## config.mk

```make
export PLATFORM = sky130hd
export DESIGN_NAME = eth_rx_deframer
export DESIGN_NICKNAME = d
export VERILOG_FILES = /design/src/rtl/eth_rx_deframer.sv
export SDC_FILE = /design/constraint.sdc
export NUM_CORES = 1
export LEC_CHECK = 0
export CELL_PAD_IN_SITES_DETAIL_PLACEMENT = 0
export CELL_PAD_IN_SITES_GLOBAL_PLACEMENT = 2
export CORE_MARGIN = 2
export CORE_UTILIZATION = 28
export CTS_CLUSTER_DIAMETER = 50
export DETAILED_ROUTE_END_ITERATION = 16
export GPL_TIMING_DRIVEN = 0
export HOLD_SLACK_MARGIN = 0.15
export MAX_ROUTING_LAYER = met4
export PLACE_DENSITY_LB_ADDON = 0.1
export SLEW_MARGIN = 10
export SYNTH_ARGS = -nofsm -noshare
export SYNTH_HDL_FRONTEND = slang
export SYNTH_SLANG_ARGS = --single-unit
```

## constraint.sdc

```tcl
create_clock -name clk -period 7.5 [get_ports clk]
set_clock_uncertainty 0.1 [all_clocks]
set_input_delay 1.5 -clock clk [delete_from_list [all_inputs] [get_ports clk]]
set_output_delay 1.5 -clock clk [all_outputs]
set_load 0.05 [all_outputs]
```

## src/rtl/eth_rx_deframer.sv

```systemverilog
// eth_rx_deframer
// Receive-side deframer for the 2-flit Ethernet header carried on a 64-bit
// AXI-stream. Parses dst/src MAC, ethertype and dst id, filters on dst MAC,
// and forwards payload flits through a single output register stage.
//
// Ports:
//   clk, rst_n             clock, asynchronous active-low reset
//   stream_in_*            64-bit input stream (byte 0 at [63:56])
//   stream_out_*           payload stream, registered
//   hdr_valid              one-cycle pulse after an accepted header
//   hdr_mac_dst/src,
//   hdr_ethertype,
//   hdr_dst_id             metadata of the last accepted header
//   cnt_rx_ok/drop/err     forwarded / filtered / malformed frame counters
module eth_rx_deframer #(
    parameter logic [47:0] MAC_ADDR_FPGA = 48'hfa163e55ca02,
    parameter logic        PROMISC       = 1'b0,
    parameter int          CNT_W         = 32
) (
    input  logic             clk,
    input  logic             rst_n,
    input  logic [63:0]      stream_in_DATA,
    input  logic [7:0]       stream_in_KEEP,
    input  logic             stream_in_LAST,
    input  logic             stream_in_VALID,
    output logic             stream_in_READY,
    output logic [63:0]      stream_out_DATA,
    output logic [7:0]       stream_out_KEEP,
    output logic             stream_out_LAST,
    output logic             stream_out_VALID,
    input  logic             stream_out_READY,
    output logic             hdr_valid,
    output logic [47:0]      hdr_mac_dst,
    output logic [47:0]      hdr_mac_src,
    output logic [15:0]      hdr_ethertype,
    output logic [7:0]       hdr_dst_id,
    output logic [CNT_W-1:0] cnt_rx_ok,
    output logic [CNT_W-1:0] cnt_drop,
    output logic [CNT_W-1:0] cnt_err
);

    typedef enum logic [1:0] {
        HDR0    = 2'd0,
        HDR1    = 2'd1,
        PAYLOAD = 2'd2,
        DROP    = 2'd3
    } state_t;

    localparam logic [CNT_W-1:0] CNT_ONE = {{(CNT_W-1){1'b0}}, 1'b1};

    state_t           state_r;
    logic             ready_en_r;
    logic [47:0]      dst_sh_r;
    logic [15:0]      src_hi_sh_r;
    logic [63:0]      out_data_r;
    logic [7:0]       out_keep_r;
    logic             out_last_r;
    logic             out_valid_r;
    logic             hdr_valid_r;
    logic [47:0]      hdr_mac_dst_r;
    logic [47:0]      hdr_mac_src_r;
    logic [15:0]      hdr_ethertype_r;
    logic [7:0]       hdr_dst_id_r;
    logic [CNT_W-1:0] cnt_rx_ok_r;
    logic [CNT_W-1:0] cnt_drop_r;
    logic [CNT_W-1:0] cnt_err_r;

    logic in_ready_s;
    logic in_xfer_s;
    logic out_xfer_s;
    logic keep_full_s;
    logic dst_ok_s;

    // Handshake decode and dst MAC filter. READY is held low until the first
    // edge after reset; in PAYLOAD it follows the output register so a
    // draining register can take a new flit in the same cycle.
    always_comb begin
        in_ready_s  = 1'b0;
        keep_full_s = (stream_in_KEEP == 8'hff);
        dst_ok_s    = PROMISC || (dst_sh_r == MAC_ADDR_FPGA) ||
                      (dst_sh_r == 48'hffffffffffff);
        if (!ready_en_r) begin
            in_ready_s = 1'b0;
        end else if (state_r == PAYLOAD) begin
            in_ready_s = !out_valid_r || stream_out_READY;
        end else begin
            in_ready_s = 1'b1;
        end
        in_xfer_s  = stream_in_VALID && in_ready_s;
        out_xfer_s = out_valid_r && stream_out_READY;
    end

    // Header FSM, metadata latch, counters and payload output register.
    always_ff @(posedge clk or negedge rst_n) begin
        if (!rst_n) begin
            state_r         <= HDR0;
            ready_en_r      <= 1'b0;
            dst_sh_r        <= 48'd0;
            src_hi_sh_r     <= 16'd0;
            out_data_r      <= 64'd0;
            out_keep_r      <= 8'd0;
            out_last_r      <= 1'b0;
            out_valid_r     <= 1'b0;
            hdr_valid_r     <= 1'b0;
            hdr_mac_dst_r   <= 48'd0;
            hdr_mac_src_r   <= 48'd0;
            hdr_ethertype_r <= 16'd0;
            hdr_dst_id_r    <= 8'd0;
            cnt_rx_ok_r     <= {CNT_W{1'b0}};
            cnt_drop_r      <= {CNT_W{1'b0}};
            cnt_err_r       <= {CNT_W{1'b0}};
        end else begin
            ready_en_r  <= 1'b1;
            hdr_valid_r <= 1'b0;
            if (in_xfer_s) begin
                case (state_r)
                    HDR0: begin
                        if (stream_in_LAST || !keep_full_s) begin
                            cnt_err_r <= cnt_err_r + CNT_ONE;
                        end else begin
                            dst_sh_r    <= stream_in_DATA[63:16];
                            src_hi_sh_r <= stream_in_DATA[15:0];
                            state_r     <= HDR1;
                        end
                    end
                    HDR1: begin
                        if (stream_in_LAST || !keep_full_s) begin
                            cnt_err_r <= cnt_err_r + CNT_ONE;
                            state_r   <= HDR0;
                        end else if (dst_ok_s) begin
                            hdr_mac_dst_r   <= dst_sh_r;
                            hdr_mac_src_r   <= {src_hi_sh_r, stream_in_DATA[63:32]};
                            hdr_ethertype_r <= stream_in_DATA[31:16];
                            hdr_dst_id_r    <= stream_in_DATA[15:8];
                            hdr_valid_r     <= 1'b1;
                            state_r         <= PAYLOAD;
                        end else begin
                            state_r <= DROP;
                        end
                    end
                    PAYLOAD: begin
                        if (stream_in_LAST) begin
                            cnt_rx_ok_r <= cnt_rx_ok_r + CNT_ONE;
                            state_r     <= HDR0;
                        end
                    end
                    DROP: begin
                        if (stream_in_LAST) begin
                            cnt_drop_r <= cnt_drop_r + CNT_ONE;
                            state_r    <= HDR0;
                        end
                    end
                    default: state_r <= HDR0;
                endcase
            end
            // A load wins over a drain, so VALID stays high on back-to-back flits.
            if (in_xfer_s && (state_r == PAYLOAD)) begin
                out_data_r  <= stream_in_DATA;
                out_keep_r  <= stream_in_KEEP;
                out_last_r  <= stream_in_LAST;
                out_valid_r <= 1'b1;
            end else if (out_xfer_s) begin
                out_valid_r <= 1'b0;
            end
        end
    end

    assign stream_in_READY  = in_ready_s;
    assign stream_out_DATA  = out_data_r;
    assign stream_out_KEEP  = out_keep_r;
    assign stream_out_LAST  = out_last_r;
    assign stream_out_VALID = out_valid_r;
    assign hdr_valid        = hdr_valid_r;
    assign hdr_mac_dst      = hdr_mac_dst_r;
    assign hdr_mac_src      = hdr_mac_src_r;
    assign hdr_ethertype    = hdr_ethertype_r;
    assign hdr_dst_id       = hdr_dst_id_r;
    assign cnt_rx_ok        = cnt_rx_ok_r;
    assign cnt_drop         = cnt_drop_r;
    assign cnt_err          = cnt_err_r;

endmodule

```

# --- Yosys cells after proc, flatten, opt, wreduce, memory -nomap -nowiden ---
# Cells that the tools add are included.
totals:
  output_inout_bits: 292
  input_bits: 77
  register_bits: 358
op_classes:
  addsub: 3
  n_bitwise: 1
  n_eq_ne: 8
  n_mux: 13
  n_reduce_logical: 18
ops:
  columns: ["op", "n"]
  rows:
  - ["adder 32 x 1 -> 32 bit (second input constant)", 3]
  - ["equality test 48 bit (second input constant)", 2]
  - ["AND reduction 3 bit", 5]
  - ["two-way mux 1 bit", 9]
  - ["equality test 8 bit (second input constant)", 1]
  - ["two-way mux 2 bit", 3]
  - ["one-hot mux 2 bit (3 select lines)", 1]
  - ["equality test 2 bit (second input constant)", 2]
  - ["AND reduction 4 bit", 1]
  - ["OR reduction 2 bit", 2]
  - ["logical AND 1 bit", 3]
  - ["logical OR 1 bit", 3]
  - ["equality test 2 x 1 -> 1 bit (second input constant)", 1]
  - ["logical NOT 1 bit", 2]
  - ["logical NOT 2 bit", 1]
  - ["inequality test 2 x 1 -> 1 bit (second input constant)", 1]
  - ["inequality test 2 bit (second input constant)", 1]
  - ["nonzero test 2 bit", 1]
  - ["inverter 1 bit", 1]

# --- Depth between registers and ports, before layout ---
logic_depth:
  depth_word: 7
  depth_mapped: 8
  mapped_depth_nobuf: 6

# --- Least setup slack after synthesis ---
# OpenSTA, ideal clock, no wires.
synth_timing:
  kind: "in2out"
  from: "in stream_out_READY"
  to: "out stream_in_READY"
  path_stages: 3
  arrival_time_ns: 2.816
  setup_slack_ns: 3.084
  path_cell_list: "nand2b_1 > nor2_1 > a21boi_0"
synth_via:
  elab_chain_len: 3
synth_lines:
  columns: ["element", "line_no", "rtl"]
  rows:
  - ["start: declaration", "31", "input logic stream_out_READY,"]
  - ["logical OR 1 bit", "85", "in_ready_s = !out_valid_r || stream_out_READY;"]
  - ["two-way mux 1 bit", "84", "end else if (state_r == PAYLOAD) begin"]
  - ["two-way mux 1 bit", "82", "if (!ready_en_r) begin"]
  - ["end: declaration", "26", "output logic stream_in_READY,"]
# No other way between the ends.

# --- Worst setup path in the final report ---
# Ends and elaborated chain as after synthesis.

==> summary.txt <==
CTS
  – Hold-fix buffers, CTS: 0
  – Worst-path clk slew: 50 ps
  – CTS buffer count: 51
  – Clk Latency, worst-skew pair: 590 ps
  – Post-CTS Resized: 0
  – Postcts setup bufs: 0
  – Root Driver: clkbuf_16
  – CTS H-tree depth: 2
  – Clock sinks: approximately 360
  – Clk buf depth: 3
  – CTS tree: built

Global routing
  – Initial antenna violation count: 3
  – First-pass GRT wire length: 62300 um
  – Overflow after GRT: 0
  – Vias in the first global route: 9929
  – Largest net degree at the start of global routing: 104
  – GRT Total Usage: 16.0%

Synth
  – Synth Cell Area: 14100 um2
  – Net Count, Synth: 1057
  – Unique masters post-synth: 39
  – Synth top area cells: dfrtp_1 (64%), mux2_2 (13%), mux2_1 (6.2%)
  – Yosys reg bits: 358
  – Syn_area_per_cell: 14.4 um2
  – Seq/Total Area, Yosys: 63.6%
  – Post-Syn Instances: about 1000
  – Synth top area share: 63.6%
  – Synth warn: 0
  – Largest area contributor in the netlist: dfrtp_1

Critical path
  – Setup crit end kind: primary output
  – Critical path's largest stage delay: 880 ps
  – CP Launch Type: primary input
  – CP max FO: 3
  – Slowest cell on the critical path: clkdlybuf4s50_1
  – Critical path, cell by cell: clkdlybuf4s50_1 > nand2b_1 > nor2_1 > a21boi_0 > clkdlybuf4s50_1
  – Critical path class: primary input to primary output
  – Crit path DAT: 3320 ps
  – Req. time, crit path: 5900 ps
  – Worst path most repeated cell: clkdlybuf4s50_1

Die
  – Initial Util: 28.2%
  – Core area: 49900 um2
  – Cell row count: a little over 80
  – Boundary Pins: 369
  – Die span in y: 228 um
  – Die width: 228 um
  – Die area: around 52000 um2

Drt
  – Starting DRT DRC Count: 337
  – Vias/cell: roughly 4.4
  – Final wirelength: 40200 um
  – Vias: 9247
  – Routed Antenna Nets: 0
  – Per-cell routed wire length: 19.0 um
  – Drt drc: 0
  – Drt pass-1 iters: 4

Final layout
  – Design Area, Final: 20500 um2
  – Final Non-Filler Cells: 2116
  – Area growth, synth to finish: 45.3%
  – Nets: 1481
  – Final Util: 41.1%
  – Layout cells sized above 1: about a fifth

Flow run
  – Maxcap violations: 0

Min path
  – Min-Delay Path Class: flip-flop to flip-flop

STA
  – Worst Max-Slew Pin Slew: 1180 ps
  – Setup violators final: 0
  – Period utilisation layout: 65.6%
  – Slew HR: 20.6%
  – Hold Violations, Final: 0
  – Final worst slack: 2580 ps
  – Min Tclk post-route: around 4900 ps
  – Slew Viols, Final: 0
  – RSZ-0062 raised after global routing: false
  – Max Clk Rate: 0.203 GHz

Placement
  – Place WS: 2590 ps
  – Placed Instance Area: about 19000 um2
  – Port bufs: 368
  – Placer Congestion: 0.732
  – HPWL after DPL: between 20000 and 30000 um
  – Placed Cells: 2020

Pwr
  – Peak VDD IR: 0.151 mV
  – Pwr/cell area: 228 nW/um2
  – Total power: between 4000 and 5000 uW
  – Lkg Pwr: about 0.0096 uW

Outcome
  – Status: completed
[placed cells by master, fill, tap and decap left out, drive strengths merged, types with 9 or more instances in the layout]
| master | n |
|---|---|
| clkinv | 14 |
| nor3 | 18 |
| nor4 | 13 |
| clkdlybuf4s50 | 367 |
| xnor2 | 67 |
| nand3 | 37 |
| nand2 | 39 |
| inv | 9 |
| nor2 | 22 |
| clkbuf | 87 |
| dfrtp | 358 |
| mux2 | 236 |
| nand4 | 40 |
| xor2 | 26 |
| buf | 22 |
| or2 | 26 |
| and3 | 13 |
[cells by family (layout without fill, tap and decap cells)]
logic type | Yosys count | count (layout) | synth area share (%)
XOR/XNOR | 93 | 93 | 5.78
AND/OR/NAND/NOR | 235 | 235 | 9.14
other | 1 | 4 | 0.0266
AO/OA/AOI/OAI | 7 | 7 | 0.329
buffers and inverters | 44 | 508 | 1.98
multiplexers | 236 | 236 | 18.9
adder cells (fa/ha/maj) | 3 | 3 | 0.267
flip-flops | 358 | 358 | 63.6
[flip-flops by register name (all words and copies together), names as in the netlist, 16 cells and up]
| name | cells |
|---|---|
| cnt_rx_ok | 32 |
| src_hi_sh_r | 16 |
| hdr_ethertype | 16 |
| stream_out_DATA | 64 |
| cnt_err | 32 |
| hdr_mac_dst | 48 |
| hdr_mac_src | 48 |
| cnt_drop | 32 |
| dst_sh_r | 48 |
[cell type report]
cell class	instances	area [um2]
Clock inverter	25	305
Inverter	7	26.3
Sequential cell	358	8960
Buffer	37	253
Timing Repair Buffer	371	3770
Multi-Input combinational cell	575	4860
Clock buffer	68	1450
Tap cell	672	841
Fill cell	4840	29400
Antenna cell	3	7.51
[synthesized netlist by cell type (all sizes together)]
library cell  count
a21o              1
nor3b             1
or4               1
and3             13
nor4             13
or2              26
a2bb2oi           1
ha                3
buf              18
nor3             18
xnor2            67
clkbuf           19
and4              7
o21ai             3
nand2b            5
nor4b             1
o31ai             1
or3               2
conb              1
nand4            40
xor2             26
a21boi            1
nand4bb           1
and2              3
and3b             1
nor2b             5
inv               7
mux2            236
nor2             22
dfrtp           358
nand2            39
nand3            37
[final timing paths]
kind                                                  start                          end  slack (ps)  depth (start not counted)
min in group asynchronous                             rst_n      cnt_err[31]$_DFFE_PN0P_         770                          1
max in group asynchronous                             rst_n  hdr_mac_dst[27]$_DFFE_PN0P_        5090                          3
worst max-delay path                       stream_out_READY              stream_in_READY        2580                          5
worst max register to register     dst_sh_r[19]$_DFFE_PN0P_  hdr_mac_src[28]$_DFFE_PN0P_        4360                          8
worst min register to register  hdr_mac_dst[43]$_DFFE_PN0P_  hdr_mac_dst[43]$_DFFE_PN0P_         360                          1
worst min-delay path            hdr_mac_dst[43]$_DFFE_PN0P_  hdr_mac_dst[43]$_DFFE_PN0P_         360                          1
[power breakdown]
part           leakage (uW)  total [uW]  internal, uW  switching [uW]
Clock              0.000866        2460          1560             897
Combinational       0.00378         229          85.4             144
Sequential          0.00497        1980          1950            22.4
Total               0.00962        4660          3600            1060
[critical path: cells and delay by family]
kind	cells	cell delay (ps)
AO/OA/AOI/OAI	1	210
buffers and inverters	2	1350
AND/OR/NAND/NOR	2	250
[routing by layer]
metal	wire (um)	global-route usage (%)	vias up
met2	19000	25.2	229
met4	718	4.47	0
li1	-	-	4289
met3	2550	4.66	54
met1	17900	20.0	4675
met5	0	-	-
[stage by stage]
step	hold WS, ps	TNS, ps
after detailed placement	352	0
final	363	0
after floorplan	359	0
after CTS	368	0
after global placement	352	-4348960
after global routing	380	0
(Power assumes the default switching activity.)
